$ cat src/rtl/kws_pkg.sv
// Shared definitions for the KWS sample-ingress register block:
// register word offsets, STATUS/CTRL/RESULT bit positions and width defaults.
package kws_pkg;

    localparam int SAMPLE_W_DEF = 16;
    localparam int CLASS_W_DEF  = 4;

    // Word offset inside the 16-byte window, taken from adr[3:2]
    typedef enum logic [1:0] {
        REG_SAMPLE = 2'd0,
        REG_STATUS = 2'd1,
        REG_CTRL   = 2'd2,
        REG_RESULT = 2'd3
    } reg_e;

    // STATUS bits
    localparam int ST_EMPTY   = 0;
    localparam int ST_FULL    = 1;
    localparam int ST_OVF     = 2;
    localparam int ST_RESV    = 3;
    localparam int ST_CNT_LSB = 8;

    // CTRL bits
    localparam int CTRL_EN      = 0;
    localparam int CTRL_FLUSH   = 1;
    localparam int CTRL_CLR_OVF = 2;

    // RESULT valid flag position
    localparam int RES_VALID_BIT = 31;

endpackage

$ cat src/rtl/kws_wb_sample_ingress_if.sv
// Wishbone slave bus bundle for the KWS sample-ingress block.
interface kws_wb_sample_ingress_if;

    logic        wbs_cyc_i;
    logic        wbs_stb_i;
    logic        wbs_we_i;
    logic [3:0]  wbs_sel_i;
    logic [31:0] wbs_adr_i;
    logic [31:0] wbs_dat_i;
    logic        wbs_ack_o;
    logic [31:0] wbs_dat_o;

    modport master (
        output wbs_cyc_i, wbs_stb_i, wbs_we_i, wbs_sel_i, wbs_adr_i, wbs_dat_i,
        input  wbs_ack_o, wbs_dat_o
    );

    modport slave (
        input  wbs_cyc_i, wbs_stb_i, wbs_we_i, wbs_sel_i, wbs_adr_i, wbs_dat_i,
        output wbs_ack_o, wbs_dat_o
    );

endinterface

$ cat src/rtl/kws_sync_fifo.sv
// Single-clock FIFO with wrap-bit pointers so full and empty stay distinct.
// The head output reads 0 whenever the FIFO is empty, so nothing stale leaks out.
module kws_sync_fifo #(
    parameter int DEPTH = 16,
    parameter int WIDTH = 16
) (
    input  logic                       clk,
    input  logic                       rst_n,
    input  logic                       push,
    input  logic                       pop,
    input  logic                       flush,
    input  logic [WIDTH-1:0]           din,
    output logic [WIDTH-1:0]           dout,
    output logic                       full,
    output logic                       empty,
    output logic [$clog2(DEPTH):0]     count
);

    localparam int AW = $clog2(DEPTH);
    localparam logic [AW:0] PTR_ONE = {{AW{1'b0}}, 1'b1};

    logic [AW:0]      wr_ptr;
    logic [AW:0]      rd_ptr;
    logic [WIDTH-1:0] mem [DEPTH];
    logic             do_push;
    logic             do_pop;

    assign empty   = (wr_ptr == rd_ptr);
    assign full    = (wr_ptr[AW] != rd_ptr[AW]) && (wr_ptr[AW-1:0] == rd_ptr[AW-1:0]);
    assign count   = wr_ptr - rd_ptr;
    assign do_push = push & ~full;
    assign do_pop  = pop & ~empty;
    assign dout    = empty ? '0 : mem[rd_ptr[AW-1:0]];

    // Pointer update; flush overrides any same-cycle push or pop
    always_ff @(posedge clk or negedge rst_n) begin
        if (!rst_n) begin
            wr_ptr <= '0;
            rd_ptr <= '0;
        end else if (flush) begin
            wr_ptr <= '0;
            rd_ptr <= '0;
        end else begin
            if (do_push) wr_ptr <= wr_ptr + PTR_ONE;
            if (do_pop)  rd_ptr <= rd_ptr + PTR_ONE;
        end
    end

    // Storage write; contents are meaningless once the pointers are cleared
    always_ff @(posedge clk) begin
        if (do_push && !flush) mem[wr_ptr[AW-1:0]] <= din;
    end

endmodule

$ cat src/rtl/kws_wb_sample_ingress.sv
// Wishbone register block feeding audio samples to the KWS core.
// A hit is captured into a request register; the ack cycle is the commit cycle,
// so writes land on the edge that closes the ack and reads are muxed during it.
module kws_wb_sample_ingress
    import kws_pkg::*;
#(
    parameter int          DEPTH     = 16,
    parameter int          SAMPLE_W  = SAMPLE_W_DEF,
    parameter int          CLASS_W   = CLASS_W_DEF,
    parameter logic [31:0] BASE_ADDR = 32'h3000_0000
) (
    input  logic                wb_clk_i,
    input  logic                wb_rst_n_i,
    kws_wb_sample_ingress_if.slave wb,
    output logic                smp_valid_o,
    output logic [SAMPLE_W-1:0] smp_data_o,
    input  logic                smp_ready_i,
    input  logic                res_valid_i,
    input  logic [CLASS_W-1:0]  res_class_i
);

    localparam int CNT_W = $clog2(DEPTH) + 1;

    logic                ack_q;
    logic                we_q;
    logic                sel_ok_q;
    reg_e                reg_q;
    logic [SAMPLE_W-1:0] wdat_q;
    logic                enable_q;
    logic                ovf_q;
    logic                res_vld_q;
    logic [CLASS_W-1:0]  res_class_q;
    logic [31:0]         rdata;

    logic                hit;
    logic                wr_cyc;
    logic                rd_cyc;
    logic                push;
    logic                ovf_set;
    logic                ctrl_wr;
    logic                flush;
    logic                clr_ovf;
    logic                pop;
    logic                full;
    logic                empty;
    logic [CNT_W-1:0]    count;
    logic                unused_bus;

    assign unused_bus = ^{wb.wbs_dat_i, wb.wbs_sel_i, wb.wbs_adr_i};

    assign hit = wb.wbs_cyc_i & wb.wbs_stb_i & ~ack_q
               & (wb.wbs_adr_i[31:4] == BASE_ADDR[31:4]);

    assign wr_cyc  = ack_q & we_q;
    assign rd_cyc  = ack_q & ~we_q;
    assign push    = wr_cyc & (reg_q == REG_SAMPLE) & sel_ok_q;
    assign ovf_set = push & full;
    assign ctrl_wr = wr_cyc & (reg_q == REG_CTRL);
    assign flush   = ctrl_wr & wdat_q[CTRL_FLUSH];
    assign clr_ovf = ctrl_wr & wdat_q[CTRL_CLR_OVF];

    assign smp_valid_o = enable_q & ~empty;
    assign pop         = smp_valid_o & smp_ready_i;

    assign wb.wbs_ack_o = ack_q;
    assign wb.wbs_dat_o = rdata;

    // Capture the request on a hit; ack follows one cycle later for one cycle
    always_ff @(posedge wb_clk_i or negedge wb_rst_n_i) begin
        if (!wb_rst_n_i) begin
            ack_q    <= 1'b0;
            we_q     <= 1'b0;
            sel_ok_q <= 1'b0;
            reg_q    <= REG_SAMPLE;
            wdat_q   <= '0;
        end else begin
            ack_q <= hit;
            if (hit) begin
                we_q     <= wb.wbs_we_i;
                sel_ok_q <= (wb.wbs_sel_i[1:0] == 2'b11);
                reg_q    <= reg_e'(wb.wbs_adr_i[3:2]);
                wdat_q   <= wb.wbs_dat_i[SAMPLE_W-1:0];
            end
        end
    end

    // Control and status registers committed at the end of the ack cycle
    always_ff @(posedge wb_clk_i or negedge wb_rst_n_i) begin
        if (!wb_rst_n_i) begin
            enable_q    <= 1'b0;
            ovf_q       <= 1'b0;
            res_vld_q   <= 1'b0;
            res_class_q <= '0;
        end else begin
            if (ctrl_wr) enable_q <= wdat_q[CTRL_EN];
            // An overflowing push beats a simultaneous clear
            if (ovf_set)      ovf_q <= 1'b1;
            else if (clr_ovf) ovf_q <= 1'b0;
            // A fresh result beats the read-to-clear of the old one
            if (res_valid_i) begin
                res_class_q <= res_class_i;
                res_vld_q   <= 1'b1;
            end else if (rd_cyc && reg_q == REG_RESULT) begin
                res_vld_q   <= 1'b0;
            end
        end
    end

    // Read data is driven only during a read ack cycle
    always_comb begin
        rdata = '0;
        if (rd_cyc) begin
            case (reg_q)
                REG_SAMPLE: rdata = '0;
                REG_STATUS: begin
                    rdata[ST_EMPTY]                = empty;
                    rdata[ST_FULL]                 = full;
                    rdata[ST_OVF]                  = ovf_q;
                    rdata[ST_RESV]                 = res_vld_q;
                    rdata[ST_CNT_LSB +: CNT_W]     = count;
                end
                REG_CTRL:   rdata[CTRL_EN] = enable_q;
                REG_RESULT: begin
                    rdata[CLASS_W-1:0]    = res_class_q;
                    rdata[RES_VALID_BIT]  = res_vld_q;
                end
            endcase
        end
    end

    kws_sync_fifo #(
        .DEPTH (DEPTH),
        .WIDTH (SAMPLE_W)
    ) u_fifo (
        .clk   (wb_clk_i),
        .rst_n (wb_rst_n_i),
        .push  (push),
        .pop   (pop),
        .flush (flush),
        .din   (wdat_q),
        .dout  (smp_data_o),
        .full  (full),
        .empty (empty),
        .count (count)
    );

endmodule

$ cat src/flat_wrapper.sv
// flat-port wrapper written by rule: the top's interface ports become plain ports
module kws_wb_sample_ingress_flat import kws_pkg::*;
#(
    parameter int          DEPTH     = 16,
    parameter int          SAMPLE_W  = SAMPLE_W_DEF,
    parameter int          CLASS_W   = CLASS_W_DEF,
    parameter logic [31:0] BASE_ADDR = 32'h3000_0000
)
  (wb_clk_i, wb_rst_n_i, smp_valid_o, smp_data_o, smp_ready_i, res_valid_i, res_class_i, wb_wbs_cyc_i, wb_wbs_stb_i, wb_wbs_we_i, wb_wbs_sel_i, wb_wbs_adr_i, wb_wbs_dat_i, wb_wbs_ack_o, wb_wbs_dat_o);
  kws_wb_sample_ingress_if wb_i ();
  input  logic wb_clk_i;
  input  logic wb_rst_n_i;
  output logic smp_valid_o;
  output logic [SAMPLE_W-1:0] smp_data_o;
  input  logic smp_ready_i;
  input  logic res_valid_i;
  input  logic [CLASS_W-1:0] res_class_i;
  input wire logic [$bits(wb_i.wbs_cyc_i)-1:0] wb_wbs_cyc_i;
  input wire logic [$bits(wb_i.wbs_stb_i)-1:0] wb_wbs_stb_i;
  input wire logic [$bits(wb_i.wbs_we_i)-1:0] wb_wbs_we_i;
  input wire logic [$bits(wb_i.wbs_sel_i)-1:0] wb_wbs_sel_i;
  input wire logic [$bits(wb_i.wbs_adr_i)-1:0] wb_wbs_adr_i;
  input wire logic [$bits(wb_i.wbs_dat_i)-1:0] wb_wbs_dat_i;
  output wire logic [$bits(wb_i.wbs_ack_o)-1:0] wb_wbs_ack_o;
  output wire logic [$bits(wb_i.wbs_dat_o)-1:0] wb_wbs_dat_o;
  assign wb_i.wbs_cyc_i = wb_wbs_cyc_i;
  assign wb_i.wbs_stb_i = wb_wbs_stb_i;
  assign wb_i.wbs_we_i = wb_wbs_we_i;
  assign wb_i.wbs_sel_i = wb_wbs_sel_i;
  assign wb_i.wbs_adr_i = wb_wbs_adr_i;
  assign wb_i.wbs_dat_i = wb_wbs_dat_i;
  assign wb_wbs_ack_o = wb_i.wbs_ack_o;
  assign wb_wbs_dat_o = wb_i.wbs_dat_o;
  kws_wb_sample_ingress #(.DEPTH(DEPTH), .SAMPLE_W(SAMPLE_W), .CLASS_W(CLASS_W), .BASE_ADDR(BASE_ADDR)) u_core (.wb_clk_i(wb_clk_i), .wb_rst_n_i(wb_rst_n_i), .wb(wb_i), .smp_valid_o(smp_valid_o), .smp_data_o(smp_data_o), .smp_ready_i(smp_ready_i), .res_valid_i(res_valid_i), .res_class_i(res_class_i));
endmodule
$ cat config.mk
export PLATFORM = sky130hd
export DESIGN_NAME = kws_wb_sample_ingress_flat
export DESIGN_NICKNAME = d
export VERILOG_FILES = /design/src/rtl/kws_pkg.sv /design/src/rtl/kws_wb_sample_ingress_if.sv /design/src/rtl/kws_sync_fifo.sv /design/src/rtl/kws_wb_sample_ingress.sv /design/src/flat_wrapper.sv
export SDC_FILE = /design/constraint.sdc
export NUM_CORES = 1
export LEC_CHECK = 0
export CAP_MARGIN = 20
export CORE_MARGIN = 2
export CORE_UTILIZATION = 49
export CTS_BUF_LIST = sky130_fd_sc_hd__clkbuf_4
export CTS_CLUSTER_SIZE = 20
export DETAILED_ROUTE_END_ITERATION = 16
export PLACE_DENSITY = 0.71
export SYNTH_ARGS = -nofsm -noshare
export SYNTH_HDL_FRONTEND = slang
export SYNTH_SLANG_ARGS = --single-unit
$ cat constraint.sdc
create_clock -name wb_clk_i -period 4.5 [get_ports wb_clk_i]
set_clock_uncertainty 0.2 [all_clocks]
set_input_delay 0.9 -clock wb_clk_i [delete_from_list [all_inputs] [get_ports wb_clk_i]]
set_output_delay 0.9 -clock wb_clk_i [all_outputs]
set_load 0.01 [all_outputs]
# ---- Yosys cells after proc, flatten, opt, wreduce, memory -nomap -nowiden
# Memories as Yosys holds them, arrays and structs flattened.
# Cells that the tools add are included.
dict set report word_totals {
  elab_cells 67
  ff_bits 38
  out_inout_bits 50
  ram_bits 256
  inputBits 79
  n_memories 1
}
dict set report classes {
  eq_ne 8
  reduce_logical 9
  mux 16
  n_addsub 3
  bitwise_logic 19
}
# name words word_bits read_ports rd_ports_with_merged_regs wr line_no
set memory_table {}
lappend memory_table {u_core.u_fifo.mem 16 16 1 0 1 kws_sync_fifo.sv:24} ;# logic [WIDTH-1:0] mem [DEPTH];
# operator n
set ops {}
lappend ops {{two-way mux 32 bit} 1}
lappend ops {{== test 28 x 26 -> 1 bit, second input constant} 1}
lappend ops {{two-way mux 5 bit} 5}
lappend ops {{two-way mux 16 bit} 1}
lappend ops {{bitwise AND 1 bit} 15}
lappend ops {{adder 5 x 1 -> 5 bit, second input constant} 2}
lappend ops {{nonzero test 2 bit} 4}
lappend ops {{two-way mux 1 bit} 7}
lappend ops {{== test 2 bit, second input constant} 3}
lappend ops {{one-hot mux 3 bit (2 select lines)} 1}
lappend ops {{== test 5 bit} 1}
lappend ops {{subtractor 5 bit} 1}
lappend ops {{== test 4 bit} 1}
lappend ops {{inverter 1 bit} 4}
lappend ops {{one-hot mux 1 bit (4 select lines)} 1}
lappend ops {{logical AND 1 bit} 3}
lappend ops {{== test 2 x 1 -> 1 bit, second input constant} 1}
lappend ops {{zero test 2 bit} 1}
lappend ops {{zero test 1 bit} 1}
lappend ops {{inequality test 1 bit} 1}

# ---- Logic depth before layout (Yosys ltp)
dict set report depth {
  word_depth 7
  depth_mapped 11
  depth_no_buf 8
}

# ---- Cells and area by module
# From an unflattened synthesis, not the netlist that was laid out.
dict set report unflattened {
  hier_cells 640
  hier_area_um2 12164.2
}
# mod cells_each area_each_um2 instances seq_area_each_um2
set by_module_without_submodules {}
lappend by_module_without_submodules {kws_sync_fifo 514 10699.0 1 7937.6}
lappend by_module_without_submodules {kws_wb_sample_ingress 126 1465.2 1 700.7}

# ---- Worst setup path after synthesis
# OpenSTA, ideal clock, no wires.
dict set report synth_timing {
  path_type {register to register}
  startpoint {reg u_core.u_fifo.rd_ptr[3]}
  endpoint {mem u_core.u_fifo.mem[3][0], enable pin}
  t_required_ns 3.891
  path_stages_with_launch 9
  path_buffers 3
  setup_ns 0.409
  period_less_slack_ns 3.592
  setup_slack_ns 0.908
  t_arrival_ns 2.982
  cell_sequence {dfrtp_1 > clkbuf_1 > buf_2 > inv_2 > buf_2 > ha_1 > nand4_1 > o2111ai_1 > nor3_1}
}
dict set report synth_between {
  elab_chain_cells 7
}
# element line_no
set synth_rtl {}
lappend synth_rtl {{start: declaration} kws_sync_fifo.sv:23} ;# logic [AW:0] rd_ptr;
lappend synth_rtl {{start signal: assignment} kws_sync_fifo.sv:45} ;# if (do_pop) rd_ptr <= rd_ptr + PTR_ONE;
lappend synth_rtl {{== test 4 bit} kws_sync_fifo.sv:29} ;# assign full = (wr_ptr[AW] != rd_ptr[AW]) && (wr_ptr[AW-1:0] == rd_ptr[AW-1:0]);
lappend synth_rtl {{logical AND 1 bit} kws_sync_fifo.sv:29}
lappend synth_rtl {{inverter 1 bit} kws_sync_fifo.sv:31} ;# assign do_push = push & ~full;
lappend synth_rtl {{bitwise AND 1 bit} kws_sync_fifo.sv:31}
lappend synth_rtl {{logical AND 1 bit} kws_sync_fifo.sv:51} ;# if (do_push && !flush) mem[wr_ptr[AW-1:0]] <= din;
lappend synth_rtl {{two-way mux 1 bit} kws_sync_fifo.sv:51}
lappend synth_rtl {{two-way mux 1 bit (implied by the code)} kws_sync_fifo.sv:51}
lappend synth_rtl {{end: declaration} kws_sync_fifo.sv:24}
# Every way passes these cells.

# ---- Worst setup path in the final report
dict set report layout_timing {
  startpoint {reg u_core.u_fifo.wr_ptr[2]}
  endpoint {out smp_data_o[15]}
}
dict set report layout_between {
  elab_chain_cells 2
}
# element line_no
set layout_rtl {}
lappend layout_rtl {{start: declaration} kws_sync_fifo.sv:22} ;# logic [AW:0] wr_ptr;
lappend layout_rtl {{start signal: assignment} kws_sync_fifo.sv:44} ;# if (do_push) wr_ptr <= wr_ptr + PTR_ONE;
lappend layout_rtl {{== test 5 bit} kws_sync_fifo.sv:28} ;# assign empty = (wr_ptr == rd_ptr);
lappend layout_rtl {{two-way mux 16 bit} kws_sync_fifo.sv:33} ;# assign dout = empty ? '0 : mem[rd_ptr[AW-1:0]];
lappend layout_rtl {{end: declaration} flat_wrapper.sv:14} ;# output logic [SAMPLE_W-1:0] smp_data_o;
# Every way passes these cells.

==> qor.txt <==
status -> finished, final reports clean
DRT Pass-1 Iters -> 5
EDFF count, synth -> 256
largest family of logic cells by synthesized area -> multiplexers
clock root buffer -> clkbuf_4
Clock power frac -> 42.5%
Setup Viol. Count Final -> 0
die span in y -> 161 microns
max cap viols -> 0
DRC -> 0
Worst setup SP type -> flop
reg2reg end -> u_core.u_fifo.mem[9][6]
Die X -> 161 microns
net switching power figure -> 1.03 mW
clk_lat worst skew -> 0.68 ns
RSZ-0062 raised after global routing -> false
Seq pwr share -> 56.1%
Pwr Density -> 364 mW/mm^2
most frequent cells in the layout -> 256 x edfxtp_1, 122 x clkbuf_4, 85 x clkdlybuf4s50_1
Synth cell types -> 47
VDD IR-drop max -> 0.166 mV
layout cell share with drive strength beyond 1 -> 31.0%
Async SR Flop Fraction -> 12.9%
Synth Instances -> 629
global-route usage over all layers -> 20.8%
Hold WC Path Type -> reg2reg
# IOs -> 129
DR vias/cell -> 5.57
ant diodes -> 0
H-tree levels -> 3
nets -> 879
Synth Area in Compound Gates -> 2.53%
Sum Neg Setup Slack -> 0 ns
Setup WS pre-CTS -> 0.631 ns
Final Wtd Congestion -> 0.753
initial core utilization -> 49.7%
Post-synth top flop -> edfxtp_1
final wirelength -> 25900 microns
Mapped Avg Cell Area -> 19.2 sq um
crit end category -> primary output
Switching Share -> 19.8%
die area -> 0.0259 sq mm
clk sinks -> 294
worst hold slack -> 0.323 ns
area delta synth->final -> 18.9%
Final Hold Vio Count -> 0
sequential-to-total area share from yosys stat -> 71.7%
fin cells -> 1168
total gr overflow -> 0
WHS Path Cells -> 1
WL per Instance -> 22.1 microns
synth warn -> 0
WHS Endpoint -> u_core.res_class_q[2]
slew margin rel. -> 26.7%
Post-Synth Simple-Gate Area -> 3.56%
Cell Int Power -> 4.19 mW
CP Data Arrival Time -> 3.21 ns
ANT nets after route -> 0
worst-path maximum fanout -> 9
Mapped Area -> 0.0121 sq mm
fin worst setup slack -> 0.189 ns
IO buf count -> 86
first-pass GRT wire length -> 39800 microns
actual slew at the worst max-slew pin -> 1.10 ns
Lkg Pwr -> 4.37 nW
CTS tree -> yes
clock buffer depth -> 3
flop-to-flop setup slack -> 1.28 ns
post-synthesis mux area share -> 17.4%
max-slew violation count -> 0
row count -> 57
Adder-Cell Fraction of Synth Area -> 1.10%
Req. time, crit path -> 3.40 ns
Yosys reg bits -> 294
Post-Synth XOR/XNOR Area -> 0.509%
critical setup path kind -> reg2out
Core ar. -> 0.0242 sq mm
period utilization -> 95.8%
crit path time final -> 4.31 ns
DRT iter0 DRCs -> 524
Fillers -> 1838
Post-DP HPWL -> 14500 microns
Comb pwr share -> 1.5%
Hold Crit Start -> u_core.res_class_q[2]
Reg clk slew, reported paths -> 0.07 ns
reg-to-reg startpoint -> u_core.u_fifo.wr_ptr[2]
vias in the first global route -> 6986
largest net degree at the start of global routing -> 39
dpl cells -> 1026
routed vias -> 6500
most common cell after layout, fill and taps aside -> edfxtp_1
f_max -> 232 MHz
CTS buffer count -> 73
reg2reg path depth -> 5
initial antenna violation count -> 0
==> worst max-delay path, cell delays in order (launching register included) <==
cell and delay (ns):
dfrtp_1 0.48, ha_1 0.39, nand4_1 0.26, or2_1 0.17
buf_4 0.19, o21ai_0 0.11, a21oi_1 0.30, clkdlybuf4s50_1 0.61
==> synthesized netlist by cell type, types with 2 or more instances <==
| master | number | area share (%) |
|---|---|---|
| xnor2_1 | 4 | 0.29 |
| and3b_1 | 2 | 0.15 |
| clkbuf_1 | 12 | 0.37 |
| o21a_1 | 2 | 0.12 |
| mux4_2 | 64 | 12 |
| nor2_1 | 14 | 0.44 |
| nor4_1 | 5 | 0.26 |
| mux2i_1 | 22 | 1.8 |
| or3_1 | 2 | 0.10 |
| nor2b_1 | 3 | 0.16 |
| nor3_1 | 6 | 0.25 |
| nand2b_1 | 2 | 0.10 |
| dfrtp_1 | 38 | 7.9 |
| ha_1 | 9 | 0.93 |
| o211ai_1 | 2 | 0.12 |
| mux2_2 | 39 | 3.6 |
| buf_4 | 22 | 1.4 |
| and2_1 | 2 | 0.10 |
| nand3_1 | 4 | 0.17 |
| and3_1 | 15 | 0.78 |
| xor2_1 | 3 | 0.22 |
| edfxtp_1 | 256 | 64 |
| buf_6 | 6 | 0.56 |
| a21oi_1 | 21 | 0.87 |
| o21ai_0 | 20 | 0.83 |
| o2111ai_1 | 2 | 0.15 |
| nor3b_1 | 2 | 0.12 |
| nand2_1 | 13 | 0.40 |
| nand4_1 | 3 | 0.16 |
| buf_2 | 9 | 0.37 |
| inv_1 | 9 | 0.28 |
==> routing by layer <==
metal,vias to the layer above,share of wire (%),track usage (%)
met4,0,1.7,7.59
li1,2855,-,-
met1,3308,41,27.1
met2,292,50,34.6
met3,45,7.3,4.96
met5,-,0,0
==> power by group through the flow <==
stage          Combinational (mW)  Sequential, mW  Clock, mW
6_report                   0.0762            2.93       2.22
5_1_grt                    0.0826            2.93       2.40
4_1_cts                    0.0741            2.93       2.27
3_5_place_dp               0.0738            2.99          0
3_3_place_gp               0.0722            2.99          0
2_1_floorplan              0.0281            2.99          0
==> cell type report <==
class	instances	area, sq um	share of cell area [%]
sequential	294	8640	60.3
multi-input combinational	295	3120	21.8
timing repair buffer	115	1180	8.21
clock buffer	122	916	6.39
tap	324	405	2.83
inverter	11	41.3	0.288
clock inverter	7	26.3	0.183
==> what timing repair did <==
action                     in CTS  in global routing
hold buffers                    0                  1
hold endpoints to repair        0                  4
gates resized for setup         0                  2
pin swaps                       0                  1
setup buffers                   1                  5
cloned                          0                  0
setup endpoints to repair       6                  5
==> kinds of logic (layout without fill, tap and decap cells) <==
logic type,count (synthesis),count (layout)
AO/OA/AOI/OAI,54,54
XOR/XNOR,7,7
adder cells (fa/ha/maj),10,10
buffers and inverters,61,255
flip-flops,294,294
multiplexers,125,125
other,1,22
AND/OR/NAND/NOR,77,77
==> registers in the layout (all words and copies together), names as in the netlist <==
register and flops:
u_core.ovf_q 1, u_core.u_fifo.wr_ptr 5, u_core.res_vld_q 1, u_core.res_class_q 4, u_core.enable_q 1, u_core.u_fifo.mem 256, u_core.reg_q 2, u_core.wdat_q 16
u_core.sel_ok_q 1, u_core.we_q 1, u_core.wb.wbs_ack_o 1, u_core.u_fifo.rd_ptr 5
==> per-stage QoR <==
step	total power, mW	util [%]	area, sq um
after floorplan	3.01	-	12100
after global placement	3.06	54.4	13200
after detailed placement	3.06	54.4	13200
after CTS	5.27	58.4	14200
after global routing	5.41	59.1	14300
final	5.22	59.1	14300
==> worst max-delay path by stage <==
stage | slack, ns | depth (start not counted) | start | to
after CTS | 0.03 | 6 | u_core.u_fifo.rd_ptr[0] | smp_data_o[6]
after global routing | 0.05 | 7 | u_core.u_fifo.wr_ptr[2] | wb_wbs_dat_o[0]
after detailed placement | 0.63 | 6 | u_core.u_fifo.rd_ptr[0] | smp_data_o[6]
after global placement | 0.72 | 7 | u_core.u_fifo.rd_ptr[0] | smp_data_o[15]
after floorplan | 0.91 | 8 | u_core.u_fifo.rd_ptr[3] | u_core.u_fifo.mem[3][0]
final | 0.19 | 7 | u_core.u_fifo.wr_ptr[2] | smp_data_o[15]
Note: power is estimated with default switching activity, not from simulation.
==> RTL edit 1 (config.mk and constraints unchanged) <==
Reset style: synchronous (`rst_n` and `wb_rst_n_i`), changed in 3 clocked blocks.
--- a/src/rtl/kws_sync_fifo.sv
+++ b/src/rtl/kws_sync_fifo.sv
@@ -35,3 +35,3 @@
     // Pointer update; flush overrides any same-cycle push or pop
-    always_ff @(posedge clk or negedge rst_n) begin
+    always_ff @(posedge clk) begin
         if (!rst_n) begin
--- a/src/rtl/kws_wb_sample_ingress.sv
+++ b/src/rtl/kws_wb_sample_ingress.sv
@@ -68,3 +68,3 @@
     // Capture the request on a hit; ack follows one cycle later for one cycle
-    always_ff @(posedge wb_clk_i or negedge wb_rst_n_i) begin
+    always_ff @(posedge wb_clk_i) begin
         if (!wb_rst_n_i) begin
@@ -87,3 +87,3 @@
     // Control and status registers committed at the end of the ack cycle
-    always_ff @(posedge wb_clk_i or negedge wb_rst_n_i) begin
+    always_ff @(posedge wb_clk_i) begin
         if (!wb_rst_n_i) begin
Formal check against the unedited RTL: differs if wb_rst_n_i is asserted again (counterexample within 4 cycles, from zero or initial values and one cycle with wb_rst_n_i low); with wb_rst_n_i held inactive, the same outputs for 10 cycles.
==> RTL edit 1 against the original RTL <==
Final cell count increased by 3.8%. Cell area about the same. Largest cell class unchanged. Setup slack got worse by 0.054 ns. Wire length decreased by 3.7%. First-iteration DRC count decreased by 0.95%. Worst hold slack got worse by 0.021 ns. Critical endpoint is now smp_data_o[13]. Area after synthesis increased by 0.10%. Sequential cell count increased by 4. Clock power increased by 2%. Total power increased by 1.6%.
==> RTL edit 1: results (changes against the original RTL) <==
status: completed
Starting DRT DRC Count: 519 (-0.95%)
first-pass GRT wire length: 38.4 mm (-3.3%)
multiplexer share of the synthesized area: 15.5% (-1.9 points)
hold endpoint: u_core.sel_ok_q$_SDFFE_PN0P_
HPWL Detailed: 14.7 mm (+1.3%)
all-layer global routing usage: 19.8% (-1.0 points)
leakage power: 5.29 nW (+21%)
initial antenna violation count: 1 (+1)
nets@finish: 921 (+4.8%)
Synth Area in Adders: 1.10% (-0.0011 points)
Mapped Cells: 675 (+7.3%)
Worst VDD drop: 0.177 mV (+6.6%)
post-synthesis compound-gate area fraction: 2.67% (+0.13 points)
worst path arrival time: 3.27 ns (+0.06 ns)
Hold Slack: 0.302 ns (-0.0205 ns)
vias in the first global route: 7020 (+0.49%)
DR pass1 iterations: 7 (+2)
Synth area leaders: edfxtp_1 64%, mux4_2 12%, dfxtp_1 7.0%
Crit Path Max Fanout: 16 (+7)
Worst slew margin: 31.1% (+4.4 points)
largest net degree at the start of global routing: 50 (+28%)
Synth cell types: 51 (+8.5%)
critical path launch point: u_core.u_fifo.rd_ptr[2]$_SDFFE_PP0P_
hold depth: 2 (+1)
[RTL edit 1: metal layers]
metal  track usage (%)  vias to the layer above  part of all wire (%)
met5                 0                        -                     0
li1                  -                     2994                     -
met1              24.7                     3288                    40
met3              4.62                       59                   6.2
met2              33.6                      253                    51
met4              8.32                        0                   2.8
[RTL edit 1: cell type report]
type / count / area (um^2)
Antenna cell: 2 / 5.00
Clock buffer: 119 / 893
Clock inverter: 13 / 80.1
Fill cell: 1865 / 9910
Inverter: 7 / 26.3
Multi-Input combinational cell: 334 / 3280
Sequential cell: 298 / 8540
Tap cell: 324 / 405
Timing Repair Buffer: 115 / 1120
[RTL edit 1: worst max path at each step]
stage	to	slack (ns)	depth (start not counted)
CTS	smp_data_o[3]	0.008	8
global route	smp_data_o[13]	-0.04	8
detailed placement	smp_data_o[3]	0.60	7
finish	smp_data_o[13]	0.13	8
global placement	smp_data_o[3]	0.67	7
floorplan	u_core.u_fifo.mem[0][0]$_DFFE_PP_	1.02	6
[RTL edit 1: logic make-up (layout without fill, tap and decap cells)]
kind of cell | count (synthesis) | after routing
simple gates | 147 | 147
compound gates | 38 | 38
mux | 107 | 107
buf+inv | 64 | 254
xor+xnor | 10 | 10
flops | 298 | 298
other cells | 1 | 24
fa+ha+maj | 10 | 10
[RTL edit 1: per-stage QoR]
step,power [W],worst slack [ns],utilization [%],setup TNS [ns]
5_1_grt,0.00551,-0.0354,59.1,-0.121
3_3_place_gp,0.00310,0.674,54.9,0
3_5_place_dp,0.00310,0.596,54.9,0
2_1_floorplan,0.00306,1.02,-,0
4_1_cts,0.00537,0.00773,58.9,0
6_report,0.00531,0.135,59.1,0
[RTL edit 1: worst min-delay path: cells and delay by family (launching register included)]
kind,cells,cell delay (ns)
flops,1,0.34
mux,1,0.05
simple gates,1,0.06
[RTL edit 1: repair_timing]
action | 4_1_cts | 5_1_grt
pin swaps | 1 | 2
endpoints found under the setup margin | 16 | 16
resized for setup | 2 | 2
buffers inserted | 0 | 4
[RTL edit 1: power by group]
| part | internal (W) | switching (W) |
|---|---|---|
| registers | 0.00296 | 0.00000158 |
| clock network | 0.00125 | 0.00102 |
| logic | 0.0000504 | 0.0000299 |
==> RTL edit 2 (same settings) <==
Made on the original files. `DEPTH` is set to 16 in 3 places; all go to 32.
--- a/src/rtl/kws_sync_fifo.sv
+++ b/src/rtl/kws_sync_fifo.sv
@@ -3,3 +3,3 @@
 module kws_sync_fifo #(
-    parameter int DEPTH = 16,
+    parameter int DEPTH = 32,
     parameter int WIDTH = 16
--- a/src/rtl/kws_wb_sample_ingress.sv
+++ b/src/rtl/kws_wb_sample_ingress.sv
@@ -6,3 +6,3 @@
 #(
-    parameter int          DEPTH     = 16,
+    parameter int          DEPTH     = 32,
     parameter int          SAMPLE_W  = SAMPLE_W_DEF,
--- a/src/flat_wrapper.sv
+++ b/src/flat_wrapper.sv
@@ -3,3 +3,3 @@
 #(
-    parameter int          DEPTH     = 16,
+    parameter int          DEPTH     = 32,
     parameter int          SAMPLE_W  = SAMPLE_W_DEF,
Check against the original RTL: no difference found for any inputs over 4 cycles, from zero or initial values and one cycle with wb_rst_n_i low; that may be too few to reach the edited logic, so the function may still have changed.
==> RTL edit 2 against the original RTL <==
Largest power group unchanged. Largest cell class unchanged. Total power rose by 88%. Synthesized cell count is 81% higher. Highest routed layer unchanged. Sequential cell count increased by 258. Area after synthesis increased by 82%. Setup slack worse by 0.079 ns. Count of clock-buffer cells in the layout increased by 83. Wire length is 91% higher. Cell area up 82%. Critical endpoint is now smp_data_o[12]. Register-to-register slack worse by 0.06 ns.
==> RTL edit 2: results (changes against the original RTL) <==
status: completed
pre-CTS setup slack: 0.460 ns (-0.171 ns)
R2R Path End: u_core.u_fifo.mem[24][9]$_DFFE_PP_
largest net degree at the start of global routing: 41 (+5.1%)
Worst R2R Start: u_core.u_fifo.rd_ptr[3]$_DFFE_PN0P_
leakage power: 7.30 nW (+67%)
Synth cell types: 46 (-2.1%)
share of layout cells above drive strength 1: 31.0% (about the same)
R2R Setup Slk: 1.22 ns (-0.06 ns)
HP Class: input pin to async pin
GPL Wtd Cong: 0.776 (+3.0%)
nets@finish: 1485 (+69%)
main flop type after synthesis: edfxtp_1
Mapped Cells: 1137 (+81%)
first-pass GRT wire length: 72.6 mm (+83%)
clk_lat worst skew: 0.80 ns (+0.12 ns)
Hold Slack: 0.0469 ns (-0.276 ns)
vias post-DR: 11900 (+83%)
all-layer global routing usage: 21.3% (+0.51 points)
worst path arrival time: 3.29 ns (+0.08 ns)
worst-margin pin slew: 0.914 ns (-0.186 ns)
final wirelength: 49.3 mm (+91%)
Placed Instances: 1820 (+77%)
Starting DRT DRC Count: 1109 (+110%)
CTS root buf: clkbuf_4
Max clock buf depth: 3 (unchanged)
Crit Path Max Fanout: 8 (-1)
Reg2Reg Depth: 8 (+3)
CTS Buf Count: 139 (+90%)
Worst VDD drop: 0.197 mV (+18%)
clock-pin slew on the worst setup and hold paths: 0.07 ns (about the same)
async set-reset flop share out of synthesis: 7.25% (-5.7 points)
sequential area share after synthesis: 74.8% (+3.1 points)
HPWL Detailed: 28.5 mm (+97%)
initial antenna violation count: 2 (+2)
Tcrit/Tclk final: 97.5% (+1.8 points)
placed cell areas: 23600 um^2 (+79%)
critical path launch point: u_core.u_fifo.rd_ptr[0]$_DFFE_PN0P_
YS warnings: 0 (unchanged)
final std cells w/o fill: 2085 (+79%)
H-tree levels: 4 (+1)
Post-synth top cells: 512 x edfxtp_1, 96 x mux4_2, 67 x mux2i_1, 57 x nor2_1, 54 x nand2_1
max reg flops: 512 (+100%)
Synth area leaders: edfxtp_1 70%, mux4_2 9.9%, dfrtp_1 4.6%
crit path to: smp_data_o[12]
DR pass1 iterations: 5 (unchanged)
count of input and output buffers: 87 (+1.2%)
number of synthesized flops with an enable pin: 512 (+100%)
## RTL edit 2: final cells by class
cell class	count	area (um^2)
diodes	1	2.50
clock buffers	205	1540
clock inverters	33	244
fillers	3263	18100
inverters	10	37.5
multi-input cells	517	5190
flip-flops and latches	552	16400
well taps	592	741
repair buffers	175	1920
## RTL edit 2: logic make-up (layout without fill, tap and decap cells)
| group | count (synthesis) | in the layout | synth area share, % |
|---|---|---|---|
| flops | 552 | 552 | 74.8 |
| buf+inv | 88 | 423 | 2.35 |
| other cells | 1 | 22 | 0.0171 |
| mux | 191 | 191 | 14.4 |
| fa+ha+maj | 11 | 11 | 0.663 |
| xor+xnor | 12 | 12 | 0.514 |
| compound gates | 110 | 110 | 3.47 |
| simple gates | 172 | 172 | 3.73 |
## RTL edit 2: routing by layer
layer / global-route usage, % / vias to the layer above / part of all wire [%] / routed length (um)
met4: 6.74 / 0 / 1.6 / 765
met2: 33.2 / 627 / 48 / 23600
met1: 29.4 / 5999 / 40 / 19900
met3: 6.10 / 65 / 10 / 5090
li1: - / 5178 / - / -
met5: 0 / - / 0 / 0
## RTL edit 2: power by group
| part | switching, W | internal (W) |
|---|---|---|
| Sequential | 0.00000213 | 0.00553 |
| Clock | 0.00190 | 0.00231 |
| Combinational | 0.0000255 | 0.0000476 |
| Total | 0.00193 | 0.00788 |
## RTL edit 2: worst max-delay path, stage by stage, from the launching register on
cell	delay (ns)
dfrtp_4	0.48
buf_12	0.17
buf_8	0.16
mux4_2	0.52
a22oi_2	0.28
nand2_1	0.17
and3_1	0.21
clkdlybuf4s50_1	0.48
## RTL edit 2: timing repair
action,CTS,global route
cloned,1,2
hold buffers,0,0
pin swaps,1,5
gates resized for setup,14,21
buffers inserted,8,1
endpoints found under the setup margin,18,15
